## config.mk

```make
export PLATFORM = sky130hd
export DESIGN_NAME = jalu_mul_seq
export DESIGN_NICKNAME = d
export VERILOG_FILES = /design/src/rtl/jalu_mul_seq.sv
export SDC_FILE = /design/constraint.sdc
export NUM_CORES = 1
export LEC_CHECK = 0
export BUFFER_PORTS_ARGS = -buffer_cell sky130_fd_sc_hd__buf_2
export CAP_MARGIN = 0
export CORE_ASPECT_RATIO = 0.5
export CORE_MARGIN = 2
export CORE_UTILIZATION = 51
export DETAILED_ROUTE_END_ITERATION = 10
export GPL_TIMING_DRIVEN = 0
export PLACE_DENSITY = 0.79
export SYNTH_ARGS = -nofsm -noshare
export SYNTH_HDL_FRONTEND = slang
export SYNTH_SLANG_ARGS = --single-unit
```

## constraint.sdc

```tcl
create_clock -name CLK -period 1.6 [get_ports CLK]
set_input_delay 0 -clock CLK [delete_from_list [all_inputs] [get_ports CLK]]
set_output_delay 0 -clock CLK [all_outputs]
set_load 0.005 [all_outputs]
```

## src/rtl/jalu_mul_seq.sv

```systemverilog
// Sequential 8x8 unsigned shift-and-add multiplier that borrows an external ALU
// for every add and shift; fixed 24-cycle latency regardless of operand values.
module jalu_mul_seq #(
    parameter logic [2:0] OP_ADD = 3'd0,
    parameter logic [2:0] OP_SHR = 3'd1
) (
    input  logic        CLK,
    input  logic        RST,
    input  logic        start,
    input  logic [7:0]  a_in,
    input  logic [7:0]  b_in,
    output logic [7:0]  alu_a,
    output logic [7:0]  alu_b,
    output logic        alu_ci,
    output logic [2:0]  alu_op,
    input  logic [7:0]  alu_out,
    input  logic        alu_co,
    output logic        busy,
    output logic        done,
    output logic [15:0] product,
    output logic        zero,
    output logic        hi_nz
);

    typedef enum logic [2:0] {
        IDLE = 3'd0,
        ADD  = 3'd1,
        SHP  = 3'd2,
        SHQ  = 3'd3,
        DONE = 3'd4
    } state_t;

    state_t      state_reg, state_next;
    logic [7:0]  m_reg, m_next;
    logic [7:0]  p_reg, p_next;
    logic [7:0]  q_reg, q_next;
    logic        c_reg, c_next;
    logic        l_reg, l_next;
    logic [2:0]  cnt_reg, cnt_next;
    logic [15:0] product_reg, product_next;
    logic        zero_reg, zero_next;
    logic        hi_nz_reg, hi_nz_next;

    always_ff @(posedge CLK) begin
        if (RST) begin
            state_reg   <= IDLE;
            m_reg       <= 8'd0;
            p_reg       <= 8'd0;
            q_reg       <= 8'd0;
            c_reg       <= 1'b0;
            l_reg       <= 1'b0;
            cnt_reg     <= 3'd0;
            product_reg <= 16'd0;
            zero_reg    <= 1'b1;
            hi_nz_reg   <= 1'b0;
        end else begin
            state_reg   <= state_next;
            m_reg       <= m_next;
            p_reg       <= p_next;
            q_reg       <= q_next;
            c_reg       <= c_next;
            l_reg       <= l_next;
            cnt_reg     <= cnt_next;
            product_reg <= product_next;
            zero_reg    <= zero_next;
            hi_nz_reg   <= hi_nz_next;
        end
    end

    always_comb begin
        state_next   = state_reg;
        m_next       = m_reg;
        p_next       = p_reg;
        q_next       = q_reg;
        c_next       = c_reg;
        l_next       = l_reg;
        cnt_next     = cnt_reg;
        product_next = product_reg;
        zero_next    = zero_reg;
        hi_nz_next   = hi_nz_reg;
        alu_op       = OP_ADD;
        alu_a        = 8'd0;
        alu_b        = 8'd0;
        alu_ci       = 1'b0;

        case (state_reg)
            IDLE: begin
                if (start) begin
                    m_next     = a_in;
                    q_next     = b_in;
                    p_next     = 8'd0;
                    c_next     = 1'b0;
                    l_next     = 1'b0;
                    cnt_next   = 3'd0;
                    state_next = ADD;
                end
            end
            ADD: begin
                // The add is always issued so the cycle count stays data-independent;
                // its result is only kept when the current multiplier bit is set.
                alu_a = p_reg;
                alu_b = m_reg;
                if (q_reg[0]) begin
                    p_next = alu_out;
                    c_next = alu_co;
                end else begin
                    c_next = 1'b0;
                end
                state_next = SHP;
            end
            SHP: begin
                // Carry from the add re-enters at the top of P, so no bit is lost.
                alu_op     = OP_SHR;
                alu_a      = p_reg;
                alu_ci     = c_reg;
                p_next     = alu_out;
                l_next     = alu_co;
                state_next = SHQ;
            end
            SHQ: begin
                alu_op = OP_SHR;
                alu_a  = q_reg;
                alu_ci = l_reg;
                q_next = alu_out;
                if (cnt_reg == 3'd7) begin
                    product_next = {p_reg, alu_out};
                    zero_next    = ({p_reg, alu_out} == 16'd0);
                    hi_nz_next   = (p_reg != 8'd0);
                    state_next   = DONE;
                end else begin
                    cnt_next   = cnt_reg + 3'd1;
                    state_next = ADD;
                end
            end
            DONE: begin
                state_next = IDLE;
            end
            default: begin
                state_next = IDLE;
            end
        endcase
    end

    assign busy    = (state_reg != IDLE);
    assign done    = (state_reg == DONE);
    assign product = product_reg;
    assign zero    = zero_reg;
    assign hi_nz   = hi_nz_reg;

endmodule

```

==> results of run 1 <==
what timing repair did:
action / in CTS / in global routing
resized for setup: 14 / 20
pin swaps: 0 / 5
endpoints found under the setup margin: 34 / 26
setup buffers: 2 / 3
hold buffers: 25 / 0
hold endpoints to repair: 34 / 0
power breakdown:
part | internal [mW] | switching, mW
sequential | 1.33 | 0.0811
clock | 0.309 | 0.421
combinational | 0.350 | 0.380
final timing paths:
kind                                             endpoint                 startpoint  slack (ps)  depth (start not counted)
worst max-delay path                             alu_a[6]  state_reg[0]$_SDFFE_PP0P_          -6                          6
worst min-delay path            state_reg[0]$_SDFFE_PP0P_                        RST          80                          3
worst max register to register      q_reg[1]$_SDFFE_PP0P_  state_reg[0]$_SDFFE_PP0P_          60                          5
worst min register to register      m_reg[4]$_SDFFE_PP0P_      m_reg[4]$_SDFFE_PP0P_         450                          2
stage by stage:
stage               setup slack (ps)  instances  hold WS (ps)  utilization (%)
finish                         -5.96        442          78.4             73.2
global route                   -64.1        442          86.6             73.2
floorplan                        161        282           136                -
CTS                             6.40        439          43.8             71.1
detailed placement             -65.4        404           252             61.5
global placement                1.35        404           243             61.5
worst min-delay path, delay by kind of cell:
| kind | cells | cell delay, ps |
|---|---|---|
| simple gates | 1 | 80 |
| buf+inv | 1 | 120 |
| compound gates | 1 | 140 |
logic make-up (layout without fill, tap and decap cells):
group	count (synthesis)	count (layout)	share of synthesized area, %
AND/OR/NAND/NOR	126	126	27.7
AO/OA/AOI/OAI	61	61	17.3
flip-flops	50	50	43.9
buffers and inverters	36	139	7.57
multiplexers	4	4	1.92
adder cells (fa/ha/maj)	2	2	1.10
other	1	2	0.164
XOR/XNOR	1	1	0.384
metal layers:
layer	part of all wire, %	track usage (%)	wire length [µm]	up-vias
met4	3.9	10.0	261	0
met1	41	33.1	2760	1143
met3	8.3	5.75	556	27
met2	47	43.0	3150	143
li1	-	-	-	1158
met5	0	0	0	-
cell type report:
class / instances / area, µm² / area share, %
Multi-Input combinational cell: 196 / 1190 / 37.1
Sequential cell: 50 / 1010 / 31.6
Timing Repair Buffer: 95 / 626 / 19.6
Buffer: 20 / 154 / 4.82
Clock buffer: 6 / 72.6 / 2.27
Tap cell: 57 / 71.3 / 2.23
Inverter: 16 / 60.1 / 1.88
Clock inverter: 2 / 13.8 / 0.431
synth_stat cells (all sizes together), types with 6 or more instances:
master and instances:
a21oi 33, a22oi 6, a311oi 9, and2 10, buf 13, clkbuf 7, dfxtp 50, inv 16
nand2 68, nand3b 8, nor2 19, o32ai 8
==> impl_results.md, run 1 <==
* TritonCTS clock tree: done
* Min cycle time layout at 1610 ps
* Initial Util at 52.3%
* Final hold violation count at 0
* Cell family with most CP delay: flip-flops
* Post-layout worst setup margin at -5.96 ps
* Die Footprint at 5060 µm²
* Startpoint types: register
* Vias at 2471
* Area contributors post-synth: dfxtp_1, nand2_1, a21oi_1, a311oi_1, nor2_1
* Max_cap viols at 0
* Post-synthesis instance total at 281
* Post-synth top area cell: dfxtp_1
* Worst path bufs/invs at 3
* Most common cell after layout, fill and taps aside: buf_2
* Post-DR wirelength/cell at 15.2 µm
* Slew headroom at 64.1%
* Root Driver: clkbuf_8
* Fin. max-slew vios at 0
* Initial DRC Count at 170
* Critical Path Max Stage Delay at 390 ps
* Fill cells at 303
* Vias per std cell at 5.59
* Largest net degree at the start of global routing at 16
* Total power at 2.87 mW
* Syn-to-layout area delta at 39.9%
* P per Cell Area at 899 nW/µm²
* EDFF count, synth at 0
* Routed Antenna Nets at 0
* Cell area after layout at 3190 µm²
* CTS Buf Count at 5
* Core area at 4360 µm²
* Static leakage at 1.39 nW
* Data arrival, critical path at 1610 ps
* CP max-delay cell: dfxtp_4
* ANT cells at 0
* Clock Pin Slew Worst Setup and Hold Paths at 80 ps
* Failing checks: negative setup slack
* TritonRoute pass-1 iters at 5
* Area of the mapped netlist at 2280 µm²
* Final Cycle Share at 100%
* Final #Nets at 414
* Crit-path cells: buf_8 > buf_12 > xor2_4 > a22oi_2 > nor2_2 > buf_2
* Max Fclk at 623 MHz
* Library cells used by synthesis at 39
* Main synth FF type: dfxtp_1
* # rows at 17
* Total gr overflow at 0
* Setup_tns at -5.96 ps
* CP Capture Type: primary output
* H-tree Lvls at 2
* Status: finished with violations
* Die Wd at 98.6 µm
* Number of global-route vias before repair at 2143
* Gpl congestion at 0.868
* Clock latency on the worst-skew pair at 310 ps
* Post-DP Area at 2680 µm²
* Worst Skew at 7.64 ps
* Max IR drop VDD at 0.462 mV
* YS warnings at 0
* I/O Buffers at 65
* Post-synth top area share at 43.9%
* # setup viols final at 1
* Max Root-Sink Buffers at 2
* Commonest cells after routing, fill and taps aside: buf_2, nand2_1, dfxtp_1, a21oi_1, dlygate4sd3_1
* CTS Sinks at 50
* Max reg flops at 16
* Die Ht at 51.3 µm
* Hold crit path type: primary input to register
* DRC Markers at 0
* I/O pin count at 68
* CP required at 1600 ps
* Final WL at 6720 µm
* RSZ-0062 raised after global routing: true
* Crit path kind: register to primary output
* Initial antenna violation count at 0
* Share of cells above drive strength 1 at 29.6%
* Asr flop ratio synth at 0%
* DP Wirelength at 4400 µm
* Worst Max-Slew Pin Slew at 539 ps
* Mean post-synth cell area at 8.12 µm²
* #FFs+latches synth at 50
* Max Fanout on Critical Path at 6
* GRT Util Overall at 25.8%
* Post-synthesis sequential area ratio at 43.9%
* First-pass GRT wire length at 10100 µm
Note: power is estimated with default switching activity, not from simulation.
==> run 2: changes to the inputs <==
==> constraint.sdc (replaced) <==
create_clock -name CLK -period 1.5 [get_ports CLK]
set_input_delay 0 -clock CLK [delete_from_list [all_inputs] [get_ports CLK]]
set_output_delay 0 -clock CLK [all_outputs]
set_load 0.005 [all_outputs]
==> run 2 against run 1 <==
- the run still ends with negative setup slack left
- worst hold slack gained 21 ps
- worst setup slack lost 170 ps
- final cell count grew 5.0%
- sequential power grew 8%
- first-iteration DRC count grew to 2.7 times the previous value
- highest routed layer unchanged
- design area grew 13%
- total power grew 21%
- global-route usage grew 2.4 points
- clock skew is essentially flat
- register-to-register slack lost 240 ps
- via count grew 18%
==> impl_results.md, run 2 (synthesis gave the netlist of run 1 again) <==
* Status: finished with violations
* Root Driver: clkbuf_8
* Vias per std cell at 6.26 (+12%)
* Gpl congestion at 0.868 (unchanged)
* Post-DR wirelength/cell at 21.2 µm (+40%)
* Crit-path cells: buf_8 > buf_4 > buf_4 > nand3b_2 > buf_6 > nor2_1 > a311oi_1
* Static leakage at 1.57 nW (+13%)
* # setup viols final at 45 (+44)
* DP Wirelength at 4400 µm (unchanged)
* Critical Path Source: state_reg[0]$_SDFFE_PP0P_
* Fill cells at 220 (-27%)
* TritonCTS clock tree: done
* Clock Pin Slew Worst Setup and Hold Paths at 100 ps (+20 ps)
* DRC Markers at 0 (unchanged)
* CP Capture Type: register
* Multi-input gate area at 1320 µm² (+11%)
* Final Cycle Share at 112%
* Final WL at 9850 µm (+47%)
* Initial Util at 52.3% (unchanged)
* Worst Max-Slew Pin Slew at 686 ps (+147 ps)
* Die Ht at 51.3 µm (unchanged)
* Max Root-Sink Buffers at 2 (unchanged)
* Hold depth at 3 (unchanged)
* Non-Filler Instances at 464 (+5.0%)
* CP required at 1700 ps (+100 ps)
* Largest net degree at the start of global routing at 16 (unchanged)
* CP max-delay cell: dfxtp_4
* Max_cap viols at 0 (unchanged)
* CTS Sinks at 50 (unchanged)
* I/O pin count at 68 (unchanged)
* I/O Buffers at 65 (unchanged)
* DP Cell Count at 404 (unchanged)
* Critical path depth at 7 (+1)
* H-tree Lvls at 2 (unchanged)
* Routed Antenna Nets at 0 (unchanged)
* Slew headroom at 54.2% (-9.8 points)
* Die Footprint at 5060 µm² (unchanged)
* Fin. max-slew vios at 0 (unchanged)
* # rows at 17 (unchanged)
* Cell family with most CP delay: buffers and inverters
* Critical path endpoint: q_reg[7]$_SDFFE_PP0P_
* TritonRoute pass-1 iters at 7 (+2)
* Syn-to-layout area delta at 58.0%
* Max reg flops at 16 (unchanged)
* Post-layout worst setup margin at -178 ps (-172 ps)
* Final #Nets at 436 (+5.3%)
* Crit path kind: register to register
* Reg-to-Reg End: q_reg[7]$_SDFFE_PP0P_
* R2R cell count at 7 (+2)
* Number of global-route vias before repair at 2256 (+5.3%)
* Clock latency on the worst-skew pair at 320 ps (about the same)
* R2r startpoint: state_reg[0]$_SDFFE_PP0P_
* Worst Skew at 7.88 ps (+0.242 ps)
* Total gr overflow at 0 (unchanged)
* Startpoint types: register
* Data arrival, critical path at 1880 ps (+270 ps)
* Place WS at -165 ps (-100 ps)
* Vias at 2905 (+18%)
* CTS Buf Count at 5 (unchanged)
* First-pass GRT wire length at 10900 µm (+7.3%)
* Most common cell after layout, fill and taps aside: buf_2
* Critical Path Most Common Cell: buf_4
* Die Wd at 98.6 µm (unchanged)
* GRT Util Overall at 28.1% (+2.4 points)
* P per Cell Area at 964 nW/µm² (+7.3%)
* FF-to-FF setup slack at -180 ps (-240 ps)
* RSZ-0062 raised after global routing: true
* Hold crit path type: primary input to register
* Final hold violation count at 0 (unchanged)
* Share of cells above drive strength 1 at 41.8% (+12 points)
* Max Fanout on Critical Path at 10 (+4)
* Initial antenna violation count at 0 (unchanged)
* Max IR drop VDD at 0.761 mV (+65%)
* Worst path bufs/invs at 4 (+1)
* Critical Path Max Stage Delay at 370 ps (-20 ps)
* Initial DRC Count at 462 (+170%)
* Core area at 4360 µm² (unchanged)
* Worst hold start: RST
* ANT cells at 0 (unchanged)
* Setup_tns at -2820 ps (-2810 ps)
* Max Fclk at 596 MHz
* Register Area at 1010 µm² (+0.50%)
* Failing checks: negative setup slack
* Commonest cells after routing, fill and taps aside: buf_2, nand2_1, dfxtp_1, a21oi_1, dlygate4sd3_1
* Min cycle time layout at 1680 ps
## run 2: changes by cell type in the layout (fill, tap and decap cells not counted), moves of 2 or more
cell     previous run  this run
mux2_4              0         2
a21oi_2             1         7
buf_8               2         5
buf_4               8        22
nand2_1            68        53
dfxtp_1            47        45
and2_4              0         4
a21oi_1            32        25
buf_6               2        13
buf_2              69        63
and2_1              9         5
mux2_2              3         1
nand2_2             0        14
## run 2: where the power goes
group | internal, mW | leakage (nW) | switching (mW)
Combinational | 0.537 | 1.11 | 0.578
Sequential | 1.42 | 0.409 | 0.100
Clock | 0.331 | 0.0452 | 0.514
## run 2: final cells by class
cell class / instances / share of cell area, %
Clock buffer: 6 / 2.01
Multi-Input combinational cell: 196 / 36.5
Inverter: 16 / 1.67
Sequential cell: 50 / 28.1
Buffer: 20 / 5.48
Clock inverter: 2 / 0.382
Timing Repair Buffer: 117 / 23.8
Tap cell: 57 / 1.98
## run 2: worst min path at each step
stage / slack (ps) / to
2_1_floorplan: 140 / m_reg[0]$_SDFFE_PP0P_
6_report: 100 / state_reg[0]$_SDFFE_PP0P_
5_1_grt: 100 / state_reg[0]$_SDFFE_PP0P_
3_3_place_gp: 240 / m_reg[6]$_SDFFE_PP0P_
4_1_cts: 40 / state_reg[0]$_SDFFE_PP0P_
3_5_place_dp: 250 / m_reg[1]$_SDFFE_PP0P_
## run 2: layer usage
metal  track usage, %  part of all wire (%)
met5                0                     0
met4             13.7                   8.0
met3             6.43                    11
met2             48.8                    44
met1             33.6                    37
## run 2: what timing repair did
action	4_1_cts	5_1_grt
hold endpoints to repair	34	0
pin swaps	2	17
resized for setup	34	64
hold buffers	25	0
cloned	0	4
setup endpoints to repair	40	56
setup buffers	8	15
## run 2: tightest hold or removal path: stages
cell and delay, ps:
buf_2 130, nor2_1 110, a21boi_0 150
## run 2: per-stage QoR
stage / util, % / hold slack (ps) / instance area, µm² / power (mW)
6_report: 82.7 / 99.8 / 3610 / 3.48
4_1_cts: 73.9 / 43.8 / 3220 / 3.05
3_3_place_gp: 61.5 / 243 / 2680 / 2.06
5_1_grt: 82.7 / 104 / 3610 / 3.54
3_5_place_dp: 61.5 / 252 / 2680 / 2.09
2_1_floorplan: - / 136 / 2290 / 1.89
